<file path="src/rtl/fifo_srl_prog_pkg.sv">
// Shared sizing helpers for the programmable SRL FIFO.
package fifo_srl_prog_pkg;

   // Width needed to hold an occupancy of 0..depth.
   function automatic int cnt_w(input int depth);
      return $clog2(depth + 1);
   endfunction

   // Address width for a shift register of the given length, never below 1 bit.
   function automatic int addr_w(input int entries);
      return (entries <= 1) ? 1 : $clog2(entries);
   endfunction

endpackage

</file>
<file path="src/rtl/fifo_srl_mem.sv">
// Shift-register storage: new word enters at index 0, oldest word sits deepest.
// No reset; contents are only meaningful below the owner's occupancy count.
module fifo_srl_mem
   import fifo_srl_prog_pkg::*;
#(
   parameter int WIDTH = 32,
   parameter int DEPTH = 32,
   parameter int AW    = 5
) (
   input  logic             clk,
   input  logic             ce,
   input  logic [WIDTH-1:0] din,
   input  logic [AW-1:0]    addr,
   output logic [WIDTH-1:0] dout
);

   (* shreg_extract = "yes" *) logic [WIDTH-1:0] sr_q [DEPTH];

   // Shift one position per enabled cycle.
   always_ff @(posedge clk) begin
      if (ce) begin
         sr_q[0] <= din;
         for (int unsigned i = 1; i < DEPTH; i++) begin
            sr_q[i] <= sr_q[i-1];
         end
      end
   end

   // Asynchronous tap read; out-of-range addresses return zero.
   always_comb begin
      dout = '0;
      if (int'(addr) < DEPTH) begin
         dout = sr_q[addr];
      end
   end

endmodule

</file>
<file path="src/rtl/fifo_srl_prog.sv">
// First-word-fall-through FIFO on SRL storage with occupancy count,
// almost-full/almost-empty flags, optional head register and sticky misuse flags.
module fifo_srl_prog
   import fifo_srl_prog_pkg::*;
#(
   parameter  int DATA_WIDTH = 32,
   parameter  int DEPTH      = 32,
   parameter  int AF_MARGIN  = 2,
   parameter  int AE_MARGIN  = 2,
   parameter  int OUT_REG    = 0,
   localparam int CNT_WIDTH  = cnt_w(DEPTH)
) (
   input  logic                  clk,
   input  logic                  reset_n,
   output logic                  if_full_n,
   input  logic                  if_write_ce,
   input  logic                  if_write,
   input  logic [DATA_WIDTH-1:0] if_din,
   output logic                  if_empty_n,
   input  logic                  if_read_ce,
   input  logic                  if_read,
   output logic [DATA_WIDTH-1:0] if_dout,
   output logic [CNT_WIDTH-1:0]  if_count,
   output logic                  if_almost_full,
   output logic                  if_almost_empty,
   output logic                  err_overflow,
   output logic                  err_underflow
);

   localparam int SRL_DEPTH = (OUT_REG != 0) ? DEPTH - 1 : DEPTH;
   localparam int AW        = addr_w(SRL_DEPTH);
   localparam logic AF_RST  = (AF_MARGIN >= DEPTH);

   if (DATA_WIDTH < 1) begin : g_chk_width
      $error("fifo_srl_prog: DATA_WIDTH must be >= 1");
   end
   if (DEPTH < 2) begin : g_chk_depth
      $error("fifo_srl_prog: DEPTH must be >= 2");
   end
   if (AF_MARGIN < 0 || AF_MARGIN > DEPTH) begin : g_chk_af
      $error("fifo_srl_prog: AF_MARGIN out of range 0..DEPTH");
   end
   if (AE_MARGIN < 0 || AE_MARGIN > DEPTH) begin : g_chk_ae
      $error("fifo_srl_prog: AE_MARGIN out of range 0..DEPTH");
   end

   logic [CNT_WIDTH-1:0]  count_q, count_d;
   logic                  full_n_q, full_n_d;
   logic                  empty_n_q, empty_n_d;
   logic                  af_q, af_d;
   logic                  ae_q, ae_d;
   logic                  ov_q, ov_d;
   logic                  un_q, un_d;
   logic                  wr_acc, rd_acc;
   logic                  srl_ce;
   logic [AW-1:0]         srl_addr;
   logic [DATA_WIDTH-1:0] srl_dout;

   assign wr_acc = if_write & if_write_ce & full_n_q;
   assign rd_acc = if_read  & if_read_ce  & empty_n_q;

   // Next occupancy and every flag derived from it, plus sticky misuse capture.
   always_comb begin
      count_d = count_q;
      if (wr_acc && !rd_acc) begin
         count_d = count_q + 1'b1;
      end else if (rd_acc && !wr_acc) begin
         count_d = count_q - 1'b1;
      end
      empty_n_d = (count_d != '0);
      full_n_d  = (count_d != CNT_WIDTH'(DEPTH));
      af_d      = (int'(count_d) >= (DEPTH - AF_MARGIN));
      ae_d      = (int'(count_d) <= AE_MARGIN);
      ov_d      = ov_q | (if_write & if_write_ce & ~full_n_q);
      un_d      = un_q | (if_read  & if_read_ce  & ~empty_n_q);
   end

   // Count and flag registers.
   always_ff @(posedge clk or negedge reset_n) begin
      if (!reset_n) begin
         count_q   <= '0;
         empty_n_q <= 1'b0;
         full_n_q  <= 1'b1;
         af_q      <= AF_RST;
         ae_q      <= 1'b1;
         ov_q      <= 1'b0;
         un_q      <= 1'b0;
      end else begin
         count_q   <= count_d;
         empty_n_q <= empty_n_d;
         full_n_q  <= full_n_d;
         af_q      <= af_d;
         ae_q      <= ae_d;
         ov_q      <= ov_d;
         un_q      <= un_d;
      end
   end

   if (OUT_REG != 0) begin : g_head
      logic [DATA_WIDTH-1:0] head_q;

      // The SRL holds everything behind the head word, so it only shifts when the
      // incoming word is not going straight into the head register.
      assign srl_ce   = wr_acc & (count_q != '0) & ~((count_q == CNT_WIDTH'(1)) & rd_acc);
      assign srl_addr = AW'(count_q - CNT_WIDTH'(2));

      // Head register: direct load when the FIFO drains to the new word, else refill from SRL tail.
      always_ff @(posedge clk or negedge reset_n) begin
         if (!reset_n) begin
            head_q <= '0;
         end else if (wr_acc && ((count_q == '0) || ((count_q == CNT_WIDTH'(1)) && rd_acc))) begin
            head_q <= if_din;
         end else if (rd_acc && (count_q >= CNT_WIDTH'(2))) begin
            head_q <= srl_dout;
         end
      end

      assign if_dout = head_q;
   end else begin : g_comb
      assign srl_ce   = wr_acc;
      assign srl_addr = AW'(count_q - CNT_WIDTH'(1));
      assign if_dout  = srl_dout;
   end

   fifo_srl_mem #(
      .WIDTH (DATA_WIDTH),
      .DEPTH (SRL_DEPTH),
      .AW    (AW)
   ) u_mem (
      .clk  (clk),
      .ce   (srl_ce),
      .din  (if_din),
      .addr (srl_addr),
      .dout (srl_dout)
   );

   assign if_full_n       = full_n_q;
   assign if_empty_n      = empty_n_q;
   assign if_count        = count_q;
   assign if_almost_full  = af_q;
   assign if_almost_empty = ae_q;
   assign err_overflow    = ov_q;
   assign err_underflow   = un_q;

endmodule

</file>
<file path="config.mk">
export PLATFORM = sky130hd
export DESIGN_NAME = fifo_srl_prog
export DESIGN_NICKNAME = d
export VERILOG_FILES = /design/src/rtl/fifo_srl_prog_pkg.sv /design/src/rtl/fifo_srl_mem.sv /design/src/rtl/fifo_srl_prog.sv
export SDC_FILE = /design/constraint.sdc
export NUM_CORES = 1
export LEC_CHECK = 0
export BUFFER_PORTS_ARGS = -buffer_cell sky130_fd_sc_hd__buf_2
export CORE_MARGIN = 10
export CORE_UTILIZATION = 50
export CTS_CLUSTER_SIZE = 12
export DETAILED_ROUTE_END_ITERATION = 7
export GPL_TIMING_DRIVEN = 0
export PLACE_DENSITY = 0.72
export RECOVER_POWER = 50
export SYNTH_ARGS = -nofsm -noshare
export SYNTH_HDL_FRONTEND = slang
export SYNTH_HIERARCHICAL = 1
export SYNTH_SLANG_ARGS = --single-unit
</file>
<file path="constraint.sdc">
create_clock -name clk -period 32.2 [get_ports clk]
set_input_delay 4.83 -clock clk [delete_from_list [all_inputs] [get_ports clk]]
set_output_delay 4.83 -clock clk [all_outputs]
set_load 0.005 [all_outputs]
</file>
==> results.md, run 1 <==
Synth:
- The total nets after synthesis is 2298.
- The synthesized netlist occupies a cell area of 40370 um2.
- By count the netlist is led by 1024 x sky130_fd_sc_hd__edfxtp_1, 512 x sky130_fd_sc_hd__mux2i_1, 101 x sky130_fd_sc_hd__nand2_1.
- Sorting the synthesized cells by area gives the leading types as sky130_fd_sc_hd__edfxtp_1 76%, sky130_fd_sc_hd__mux2i_1 13%, sky130_fd_sc_hd__a22oi_1 1.8%.
- The distinct cell type count of the synthesized netlist is 45.
- The synthesized design contains 1036 register bits.
- Of the post-synthesis cell area, the dominant cell type holds 76.17%.
- In this run, synthesis inferred 1024 flip-flops with an integrated enable.
- Yosys printed 6 warnings.
- The dominant synthesized flop cell is sky130_fd_sc_hd__edfxtp_1.
- After technology mapping, the gate count stands at 2258.
- After synthesis, the share of flip-flops with an asynchronous set or reset is 1.158%.
- The most used standard cell by instance count after synthesis is sky130_fd_sc_hd__edfxtp_1.
- For this run, the register share of the synthesized area comes to 76.92%.
- The synthesized area per cell is 17.88 um2.
- Summed over all instances, the cell type with the most area after synthesis is sky130_fd_sc_hd__edfxtp_1.

Timing:
- At the pin with the least slew margin, the transition time is 3209 ps.
- Derived from the worst setup path, the maximum achievable clock frequency is 96.81 MHz.
- For the finished layout, the period the worst path requires is 10330 ps.
- Setup repair after global routing left no endpoint under its margin.
- The hold violation total from the final report came to 0.
- Between clock sinks in the finished design, the worst skew comes to 20.81 ps.
- After layout, the worst path uses 32.08% of the clock period.
- Setup violations remaining at the end of the flow were counted as 0.
- The number of max-slew violations in the final report was 72.
- The worst pin sits at a relative slew slack of -115.1%.

Clock network:
- TritonCTS built the clock tree.
- The hold buffer count at CTS is 0.
- The number of buffers added for setup after CTS is 0.
- The H-tree depth reported by CTS is 3.
- The cell at the root of the clock tree is sky130_fd_sc_hd__clkbuf_16.
- Clock latency on the worst-skew pair, taken at its later pin, is 660 ps.
- The number of gates resized after CTS was 0.
- The clock passes through at most 3 buffers.
- The clock sink count is 1036.
- Clock tree synthesis inserted a total of 104 buffers.
- After clock tree synthesis, the clock-pin slew on the worst setup and hold paths is 60 ps.

Global route:
- The initial antenna violation count is 1.
- The via count of the first global-routing pass came to 21080.
- Entering global routing, the biggest net connects 154 pins.
- For this run, the total global-route usage over all layers was measured as 17.54%.
- The first global-routing pass estimated 127400 um of wire.
- Global routing finished with a remaining overflow of 0.

Route:
- In the final routed layout, each cell accounts on average for 23.43 um.
- The length of the first detailed-routing pass in iterations is 5.
- The DRC marker count from the first detailed-route iteration is 2369.
- The count of nets left with antenna violations after detail routing is 0.
- The ratio of routed vias to standard cells is 5.820.
- The final layout contains routed wiring with a total length of 83920 um.
- The overall via count from detail_route is 20850.
- After detailed routing, the number of remaining DRC violations is 0.

Flow run:
- The tool flagged a number of max-cap violations equal to 1.

Cells and area:
- The antenna diode instance count is 0.
- Once layout is complete, the cells apart from fillers number 3582.
- In the final layout, the share of cells above drive strength 1 is 11.78%.
- The final-layout fill cell count is 6016.
- The share of the core filled with cells is 56.45%.
- The area growth from synthesis to layout is 12.27%.
- The number of nets in the layout is 2492.

Place:
- Routability-driven placement finished with a final weighted congestion of 0.8232.
- Port buffering added 81 buffers.
- The post-placement cell count is 3406.
- The total half-perimeter wirelength after legalization and detailed placement is 54240 um.

Pwr:
- Power spread over the standard cell area amounts to 98.82 nW/um2.
- In this run the static leakage power is 0.01626 uW.
- The overall power after layout is 4479 uW.
- The worst-case IR drop observed on VDD is 0.06353 mV.

Worst setup path:
- STA classifies the critical path startpoint as an input port.
- The capturing element type of the critical path is a flip-flop.
- The largest fanout of any net on the critical path is 153.
- By startpoint and endpoint, the worst setup path is classified as in -> reg.
- Data on the critical path is required at its endpoint by 32530 ps.
- The critical path data arrival time is 10660 ps.

Floorplan:
- The row count is 104.
- The starting density of the core is 50.28%.
- The overall die area is 92500 um2.
- In this run the horizontal extent of the chip is 304.1 um.
- 82 I/O pins were placed.
- The die height is 304.1 um.
- The core area is 80290 um2.

Min path:
- The tightest min-delay check is of the reg -> reg type.

Outcome:
- The checks that failed: capacitance limit, slew limit.
- The flow ran to the end, but the final reports show violations.
==> area by class of cell <==
class / instances / area [um2] / share of cell area (%)
inverter: 9 / 35.03 / 0.07730
multi-input combinational: 1084 / 8496 / 18.75
sequential: 1036 / 31050 / 68.51
tap: 1060 / 1326 / 2.926
timing repair buffer: 88 / 593.1 / 1.309
clock buffer: 143 / 2811 / 6.203
clock inverter: 33 / 225.2 / 0.4969
buffer: 129 / 783.3 / 1.728
==> per-stage QoR <==
stage | setup TNS, ps | hold slack [ps] | setup slack [ps] | cell area, um2
after floorplan | 0 | 425.7 | 4196 | 40370
after global placement | -12420 | 426.7 | -2225 | 42100
after detailed placement | 0 | 431.2 | 23110 | 42300
after CTS | 0 | 429.8 | 23110 | 45340
after global routing | 0 | 447.7 | 21270 | 45320
final | 0 | 430.6 | 21870 | 45320
==> placed cells by master, fill, tap and decap left out, types with 2 or more instances in the layout <==
cell type	synthesis	final
sky130_fd_sc_hd__o21ai_0	3	3
sky130_fd_sc_hd__inv_1	9	8
sky130_fd_sc_hd__clkinv_8	0	5
sky130_fd_sc_hd__a21oi_1	97	97
sky130_fd_sc_hd__clkinv_1	0	19
sky130_fd_sc_hd__clkinv_2	0	7
sky130_fd_sc_hd__clkbuf_8	1	3
sky130_fd_sc_hd__clkbuf_1	43	81
sky130_fd_sc_hd__a22oi_1	98	98
sky130_fd_sc_hd__buf_4	34	34
sky130_fd_sc_hd__clkbuf_4	2	2
sky130_fd_sc_hd__dfstp_2	2	2
sky130_fd_sc_hd__mux2i_1	512	512
sky130_fd_sc_hd__edfxtp_1	1024	1024
sky130_fd_sc_hd__and3_4	2	2
sky130_fd_sc_hd__dfrtp_1	10	10
sky130_fd_sc_hd__buf_16	0	7
sky130_fd_sc_hd__a22o_1	64	64
sky130_fd_sc_hd__buf_2	26	103
sky130_fd_sc_hd__nor2_1	7	7
sky130_fd_sc_hd__a31oi_1	33	33
sky130_fd_sc_hd__o21bai_1	2	2
sky130_fd_sc_hd__nor3_1	36	36
sky130_fd_sc_hd__buf_1	6	7
sky130_fd_sc_hd__buf_6	16	16
sky130_fd_sc_hd__nand2_1	101	101
sky130_fd_sc_hd__clkbuf_16	0	106
sky130_fd_sc_hd__xor2_1	6	6
sky130_fd_sc_hd__nand4_1	2	2
sky130_fd_sc_hd__nand3_1	100	101
sky130_fd_sc_hd__nand2b_1	2	2
sky130_fd_sc_hd__ha_1	2	2
==> worst paths after layout <==
check                                   start  slack [ps]                 end  depth (start not counted)
min                        u_mem/sr_q[22][23]         430  u_mem/sr_q[23][23]                          0
max in group asynchronous             reset_n       27620        err_overflow                          1
max                                  if_write       21870  u_mem/sr_q[23][20]                          8
min reg2reg                u_mem/sr_q[22][23]         430  u_mem/sr_q[23][23]                          0
max reg2reg                         if_full_n       25770  u_mem/sr_q[23][20]                          7
min in group asynchronous             reset_n        4160          if_empty_n                          1
==> critical path, stage by stage <==
cell                         delay [ps]
sky130_fd_sc_hd__clkbuf_1            90
sky130_fd_sc_hd__nand3_1            310
sky130_fd_sc_hd__clkinvlp_2        2510
sky130_fd_sc_hd__buf_16            1070
sky130_fd_sc_hd__buf_16             390
sky130_fd_sc_hd__buf_16             390
sky130_fd_sc_hd__buf_16             380
sky130_fd_sc_hd__buf_16             360
==> where the power goes <==
part	internal, uW	switching, uW
sequential	1590	44.0
clock	613	487
combinational	613	1130
total	2820	1660
==> per-layer routing <==
layer  vias to the layer above  GRT usage [%]  wire, um
met5                         -              0         0
met4                         0          5.146      1758
met3                       114          3.163      5807
met2                       711          28.45     40420
met1                     10640          24.03     35940
li1                       9378              -         -
==> cells by family after synthesis <==
logic type	Yosys count	share of synthesized area, %
buffers and inverters	138	2.024
DFF	1036	76.92
adders and majority gates	2	0.06198
and+or+nand+nor	262	3.044
AOI/OAI and AO/OA	301	5.105
muxes	512	12.69
xor gates and xnor gates	7	0.1519
==> sequential cells by signal, indices dropped and copies added (netlist names) <==
name,count
if_empty_n,1
if_almost_full,1
err_overflow,1
if_full_n,1
u_mem/sr_q,1024
if_count,6
err_underflow,1
if_almost_empty,1
(Power assumes the default switching activity.)
==> inputs of run 2 (changes only) <==
- clock period: 32.2 -> 9.8 ns (I/O delays scaled with it)
==> run 2 against run 1 <==
Against the previous run:
- die area stayed put
- the run now ends clean
- critical path type is now reg -> out
- hold slack better by 12 ps
- utilization is 0.42 points higher
- combinational power grew to 3.3 times the previous value
- first-iteration DRC count is 6.1% lower
- clock skew is 7.8 ps lower
- register-to-register slack worse by 21000 ps
- via count is 0.84% higher
- sequential share of layout area is 0.51 points lower
- cell area is 0.74% higher
==> results.md, run 2 (synthesis results as in run 1) <==
Global route:
- The pin count of the biggest net entering global routing came to 51 (-67%).
- The overall track demand over capacity in global routing came to 17.85% (+0.30 points).
- The initial antenna violation count was 2 (+1).
- The first-pass GRT wire length was 129800 um (+1.9%).
- The via count of the first global-routing pass was 21730 (+3.1%).
- The overflow left after global routing came to 0 (unchanged).

Worst setup path:
- The worst path required time is 8330 ps (-24200 ps).
- The timing startpoint of the critical path is if_count[0].
- The worst register-to-register path ends at u_mem/sr_q[0][23].
- The worst setup slack for register-to-register paths is 5120 ps (-20650 ps).
- STA classifies the critical path endpoint as an output port.
- The most frequent cell on the critical path is sky130_fd_sc_hd__clkbuf_1.
- The critical path data arrival time is 4330 ps (-6330 ps).
- The largest fanout of any net on the critical path came to 10 (-93%).
- The standard cell with the maximum stage delay on the critical path is sky130_fd_sc_hd__clkbuf_1.
- The delay of the slowest cell on the worst path is 570 ps (-1940 ps).
- The capture point of the worst path is if_dout[26].
- The launching element type of the critical path is a flip-flop.
- The number of cells on the worst reg-to-reg path is 11 (+4).
- The startpoint identified for the worst register-to-register timing path is if_full_n.
- The critical path is of the reg -> out type.
- The signal on the critical path passes through inv_1, ha_1, nor3b_1, xor2_1, or2_2, clkbuf_1, clkbuf_1, nor3_1, a31oi_1, nand3_1, buf_2.

Clock network:
- The clock sink count is 1036 (unchanged).
- The H-tree depth reported by CTS is 3 (unchanged).
- The number of clock buffers inserted by TritonCTS came to 104 (unchanged).
- The insertion delay to the later sink of the worst-skew pair is 660 ps (about the same).
- The clock tree buffer depth is 3 (unchanged).
- The total of cells resized after clock tree synthesis is 0 (unchanged).
- The hold buffer count at CTS is 0 (unchanged).
- The number of buffers added for setup after CTS is 0 (unchanged).
- The clock-pin transition on the worst setup and hold timing paths is 60 ps (about the same).
- The CTS tree is done.
- Clock tree synthesis selected as its root buffer the cell sky130_fd_sc_hd__clkbuf_16.

Timing:
- Based on the critical path, the design can be clocked at up to 172.3 MHz.
- The number of max-slew violations in the final report is 0 (-100%).
- The slew at the pin closest to its max-slew limit is 1240 ps (-1969 ps).
- The worst slew margin relative to its limit is 16.89% (+130 points).
- The hold violation total from the final report was 0 (unchanged).
- Setup repair after global routing left no endpoint under its margin.
- The worst setup margin came to 3996 ps (-17870 ps).
- The accumulated negative setup slack is 0 ps (unchanged).
- The worst-case clock skew was 13.06 ps (-7.755 ps).
- The count of final setup violators is 0 (unchanged).
- The worst path needs 5804 ps of the cycle, external delays included.
- The ratio of final minimum period to clock period is 59.22%.

Floorplan:
- The die height is 304.1 um (unchanged).
- The starting density of the core is 50.28% (unchanged).
- The horizontal extent of the die was 304.1 um (unchanged).
- The boundary pin count is 82 (unchanged).
- The overall die area is 92500 um2 (unchanged).
- The core area is 80290 um2 (unchanged).
- The row count is 104 (unchanged).

Route:
- The number of design rule violations left after detail routing is 0 (unchanged).
- The overall via count from detail_route is 21020 (+0.84%).
- The ratio of routed vias to standard cells is 5.841 (+0.37%).
- The length of the first detailed-routing pass in iterations came to 6 (+1).
- The count of nets left with antenna violations after detail routing is 0 (unchanged).
- The DRC marker count from the first detailed-route iteration came to 2224 (-6.1%).
- The average wire per cell in the routed design is 23.66 um (+0.98%).
- The final wirelength is 85150 um (+1.5%).

Cells and area:
- The growth of design area from synthesis to finish is 13.10%.
- The commonest non-fill, non-tap cell in the layout is sky130_fd_sc_hd__edfxtp_1.
- The number of flip-flops in the largest register is 1024 (unchanged).
- In the layout the commonest cells are 1024 x sky130_fd_sc_hd__edfxtp_1, 512 x sky130_fd_sc_hd__mux2i_1, 105 x sky130_fd_sc_hd__clkbuf_16, 104 x sky130_fd_sc_hd__buf_2.
- The antenna diode instance count was 0 (unchanged).
- The fraction of layout instances using a drive strength above 1 is 12.68% (+0.91 points).
- The final non-filler cell total is 3599 (+0.47%).
- The number of nets in the layout is 2512 (+0.80%).
- The final design instance area without fill is 45660 um2 (+0.74%).
- The register with the most flip-flops in the final layout is u_mem/sr_q.

Min path:
- In this run the most critical hold path is launched from u_mem/sr_q[11][15].
- The path category of the worst min-delay check is reg -> reg.

Pwr:
- The leakage power of the design is 0.01642 uW (+0.96%).
- The overall power after layout came to 14730 uW (+230%).
- The power density relative to cell area is 322.7 nW/um2 (+230%).
- The highest ir drop seen on vdd is 0.2205 mV (+250%).

Outcome:
- The flow ran to the end, and the final reports show no timing, DRC or antenna violations.

Place:
- The instance area at placement is 42660 um2 (+0.85%).
- The count of buffers from port buffering is 81 (unchanged).
- The setup slack after placement is 4640 ps (-18470 ps).
- The final weighted congestion in routability-driven placement is 0.8321 (+1.1%).
- The total half-perimeter wirelength after legalization and detailed placement is 56790 um (+4.7%).
- The post-placement cell count is 3426 (+0.59%).

Flow run:
- The number of maximum-capacitance constraint violations is 0 (-1).
==> run 2: routing by layer <==
metal | share of wire [%] | routed length, um | global-route usage, % | vias up
li1 | - | - | - | 9406
met3 | 7.3 | 6241 | 3.177 | 115
met1 | 42 | 36070 | 24.44 | 10740
met2 | 48 | 41010 | 28.97 | 766
met4 | 2.1 | 1821 | 5.203 | 0
met5 | 0 | 0 | 0 | -
==> run 2: how the worst min path moves through the flow <==
stage                              end  slack, ps  cells after the start
CTS                   u_mem/sr_q[6][6]        440                      0
detailed placement  u_mem/sr_q[27][22]        430                      0
global route         u_mem/sr_q[21][6]        440                      0
global placement    u_mem/sr_q[23][26]        430                      0
floorplan            u_mem/sr_q[11][0]        430                      0
finish              u_mem/sr_q[12][15]        440                      0
==> run 2: through the flow <==
stage	hold WS [ps]	utilization (%)
floorplan	425.7	-
global placement	425.9	52.45
detailed placement	430.8	53.14
CTS	440.2	56.89
global route	436.6	56.87
finish	442.1	56.87
==> run 2: cell type report <==
type / count / area (um2)
Inverter: 9 / 35.03
Buffer: 129 / 783.3
Sequential cell: 1036 / 31050
Tap cell: 1060 / 1326
Timing Repair Buffer: 108 / 949.7
Multi-Input combinational cell: 1084 / 8496
Clock inverter: 33 / 227.7
Fill cell: 6026 / 34630
Clock buffer: 140 / 2789
==> run 2: critical path: cells and delay by family (launching register included) <==
family / cells / cell delay, ps
compound gates: 1 / 330
xor+xnor: 1 / 350
fa+ha+maj: 1 / 220
buf+inv: 4 / 1440
flops: 1 / 490
simple gates: 4 / 850
==> run 2: report_power, final <==
part           switching [uW]  internal [uW]
Clock                    1600           2010
Sequential                146           5220
Combinational            3740           2040
==> inputs of run 3 (changes only) <==
- PLACE_DENSITY: 0.72 -> 0.74
- clock period: 9.8 -> 5 ns (I/O delays scaled with it)
==> run 3 against run 2 <==
Against the previous run:
- the flow now finishes with violations (capacitance limit, slew limit)
- clock power up 88%
- sequential cell count unchanged
- critical path depth is the same
- power grew 94%
- setup slack worse by 3900 ps
- routed wire length about the same
- critical path type unchanged
- largest cell class unchanged
==> results.md, run 3 (synthesis results as in run 1) <==
Clock network:
- The cell at the root of the clock tree is sky130_fd_sc_hd__clkbuf_16.
- The insertion delay to the later sink of the worst-skew pair is 660 ps (about the same).
- The clock sink count came to 1036 (unchanged).
- The number of buffers added for setup after CTS is 0 (unchanged).
- The number of clock buffers inserted by TritonCTS is 101 (-2.9%).
- The clock-pin transition on the worst setup and hold timing paths was 60 ps (about the same).
- The CTS tree is done.
- The H-tree depth reported by CTS is 3 (unchanged).
- The clock tree buffer depth is 3 (unchanged).

Global route:
- The pin count of the biggest net entering global routing was 50 (-2.0%).
- The overall track demand over capacity in global routing is 17.77% (-0.072 points).
- The first-pass GRT wire length is 129100 um (-0.52%).
- The overflow left after global routing is 0 (unchanged).
- The initial antenna violation count was 2 (unchanged).
- The via count of the first global-routing pass is 21370 (-1.6%).

Timing:
- The accumulated negative setup slack came to 0 ps (unchanged).
- The count of final setup violators came to 0 (unchanged).
- The hold violation total from the final report is 0 (unchanged).
- The worst slew margin relative to its limit is -63.23% (-80 points).
- The minimum period implied by the final worst setup slack is 4888 ps.
- The ratio of final minimum period to clock period is 97.77%.
- Setup repair after global routing left no endpoint under its margin.
- For this run, the top clock speed supported by timing is 204.6 MHz.
- The number of max-slew violations in the final report is 43 (+43).
- The worst-case clock skew is 25.41 ps (+12.36 ps).
- The slew at the pin closest to its max-slew limit came to 2448 ps (+1209 ps).

Min path:
- The tightest min-delay check is of the in -> reg type.
- The origin of the worst min-delay path is if_din[29].

Worst setup path:
- The delay of the slowest cell on the worst path is 670 ps (+100 ps).
- The largest fanout of any net on the critical path is 10 (unchanged).
- The critical path in this run is classified as reg -> out.
- The number of cells on the worst reg-to-reg path was 15 (+4).
- The capturing element type of the critical path is an output port.
- The slowest stage of the critical path is the sky130_fd_sc_hd__clkbuf_1 cell.
- The worst path required time is 4250 ps (-4080 ps).
- The critical path starts at if_count[0].
- The worst setup slack for register-to-register paths is 410 ps (-4710 ps).
- The source of the worst register-to-register timing path is if_full_n.
- The worst flop-to-flop path endpoint is u_mem/sr_q[2][20].
- The signal on the critical path passes through inv_1, ha_1, xor2_1, nor2b_1, buf_4, clkbuf_1, a22o_1, nor3_1, a31oi_1, nand3_1, buf_2.
- The launching element type of the critical path is a flip-flop.
- The critical path data arrival time is 4140 ps (-190 ps).
- The capture point of the worst path is if_dout[13].

Cells and area:
- The antenna diode instance count is 0 (unchanged).
- The number of flip-flops in the largest register is 1024 (unchanged).
- The fraction of layout instances using a drive strength above 1 is 12.22% (-0.46 points).
- The library cells used most frequently in the layout, excluding fill and tap cells, are 1024 x sky130_fd_sc_hd__edfxtp_1, 512 x sky130_fd_sc_hd__mux2i_1, 103 x sky130_fd_sc_hd__clkbuf_16, 103 x sky130_fd_sc_hd__buf_2, 101 x sky130_fd_sc_hd__nand2_1.
- The register with the highest flop count is u_mem/sr_q.
- The final non-filler cell total is 3581 (-0.50%).
- The final-layout fill cell count is 5870 (-2.6%).
- The library cell used most frequently in the layout, excluding fill and tap cells, is sky130_fd_sc_hd__edfxtp_1.
- The number of nets in the layout was 2510 (-0.080%).
- The total area of multi-input combinational cells is 8508 um2 (+0.15%).
- From synthesis to final layout, the design area changed by 12.63%.
- The area used by sequential logic in the layout is 31050 um2 (unchanged).

Pwr:
- The highest ir drop seen on vdd is 0.3907 mV (+77%).
- The power density relative to cell area is 629.4 nW/um2 (+95%).
- The leakage power of the design was 0.01632 uW (-0.59%).

Floorplan:
- The core area is 80290 um2 (unchanged).
- The row count is 104 (unchanged).
- The starting density of the core was 50.28% (unchanged).
- The horizontal extent of the die was 304.1 um (unchanged).
- The die height is 304.1 um (unchanged).
- The boundary pin count is 82 (unchanged).
- The overall die area is 92500 um2 (unchanged).

Place:
- The count of buffers from port buffering is 81 (unchanged).
- The post-placement cell count is 3427 (+0.029%).
- The total half-perimeter wirelength after legalization and detailed placement was 56770 um (about the same).
- The final weighted congestion in routability-driven placement is 0.8203 (-1.4%).

Outcome:
- The run finished, with violations left.
- The checks that failed: capacitance limit, slew limit.

Route:
- The final wirelength is 85080 um (about the same).
- The met3 wire length was 6548 um (+4.9%).
- The DRC marker count from the first detailed-route iteration is 2446 (+10%).
- The count of nets left with antenna violations after detail routing came to 0 (unchanged).
- The routed length on met2 came to 40740 um (-0.66%).
- The ratio of routed vias to standard cells is 5.885 (+0.74%).
- The detailed-route wire length on metal 1 came to 35670 um (-1.1%).
- The length of the first detailed-routing pass in iterations was 5 (-1).
- The overall via count from detail_route is 21070 (+0.24%).
- The average wire per cell in the routed design was 23.76 um (+0.43%).
- The number of design rule violations left after detail routing came to 0 (unchanged).
- The top routing layer in use is met4.

Flow run:
- The number of maximum-capacitance constraint violations is 1 (+1).
-- run 3: changes by cell type in the layout (fill, tap and decap cells not counted), moves of 2 or more --
cell / change
sky130_fd_sc_hd__clkinv_2: -6
sky130_fd_sc_hd__clkbuf_2: +3
sky130_fd_sc_hd__clkbuf_1: -5
sky130_fd_sc_hd__clkbuf_16: -2
sky130_fd_sc_hd__clkinv_8: -2
sky130_fd_sc_hd__clkbuf_8: -3
-- run 3: critical path: cells and delay by family, from the launching register on --
family,cells,cell delay (ps)
AO/OA/AOI/OAI,2,460
XOR/XNOR,1,420
buffers and inverters,4,1310
flip-flops,1,510
AND/OR/NAND/NOR,3,510
adder cells (fa/ha/maj),1,270
-- run 3: layout make-up --
cell class / instances / share of cell area [%]
Timing Repair Buffer: 110 / 2.100
Tap cell: 1060 / 2.917
Sequential cell: 1036 / 68.29
Buffer: 128 / 1.723
Clock inverter: 22 / 0.2669
Multi-Input combinational cell: 1084 / 18.71
Clock buffer: 132 / 5.908
Inverter: 9 / 0.08255
-- run 3: stage by stage --
step | worst slack (ps) | power (uW) | util [%] | hold WS (ps) | cell area [um2]
after floorplan | -11670 | 17830 | - | 425.7 | 40380
after global placement | -16620 | 22150 | 52.45 | 426.0 | 42110
after detailed placement | 26.99 | 22000 | 53.15 | 430.7 | 42670
after CTS | 76.95 | 28810 | 56.66 | 244.2 | 45490
after global routing | 2.753 | 29900 | 56.63 | 253.9 | 45470
final | 111.7 | 28620 | 56.63 | 268.3 | 45470
-- run 3: worst min-delay path by stage --
| stage | end | slack (ps) | cells after the start |
|---|---|---|---|
| 2_1_floorplan | u_mem/sr_q[11][0] | 430 | 0 |
| 5_1_grt | u_mem/sr_q[0][15] | 250 | 1 |
| 4_1_cts | u_mem/sr_q[0][15] | 240 | 1 |
| 6_report | u_mem/sr_q[0][29] | 270 | 1 |
| 3_5_place_dp | u_mem/sr_q[23][26] | 430 | 0 |
| 3_3_place_gp | u_mem/sr_q[23][26] | 430 | 0 |
-- run 3: repair_timing --
| action | CTS | global route |
|---|---|---|
| hold buffers | 1 | 0 |
| setup endpoints to repair | 1 | 12 |
| hold endpoints to repair | 10 | 0 |
| gates resized for setup | 0 | 9 |
| pin swaps | 0 | 0 |
-- run 3: metal layers --
metal / vias to the layer above / GRT usage, %
li1: 9380 / -
met1: 10780 / 23.90
met2: 791 / 28.42
met3: 127 / 3.975
met4: 0 / 5.890
met5: - / 0
-- run 3: power breakdown --
| group | internal [uW] | total [uW] | switching (uW) | leakage (uW) |
|---|---|---|---|---|
| Combinational | 3990 | 11300 | 7340 | 0.00522 |
| Sequential | 10200 | 10500 | 286 | 0.00974 |
| Clock | 3720 | 6770 | 3050 | 0.00136 |
| Total | 17900 | 28600 | 10700 | 0.0163 |
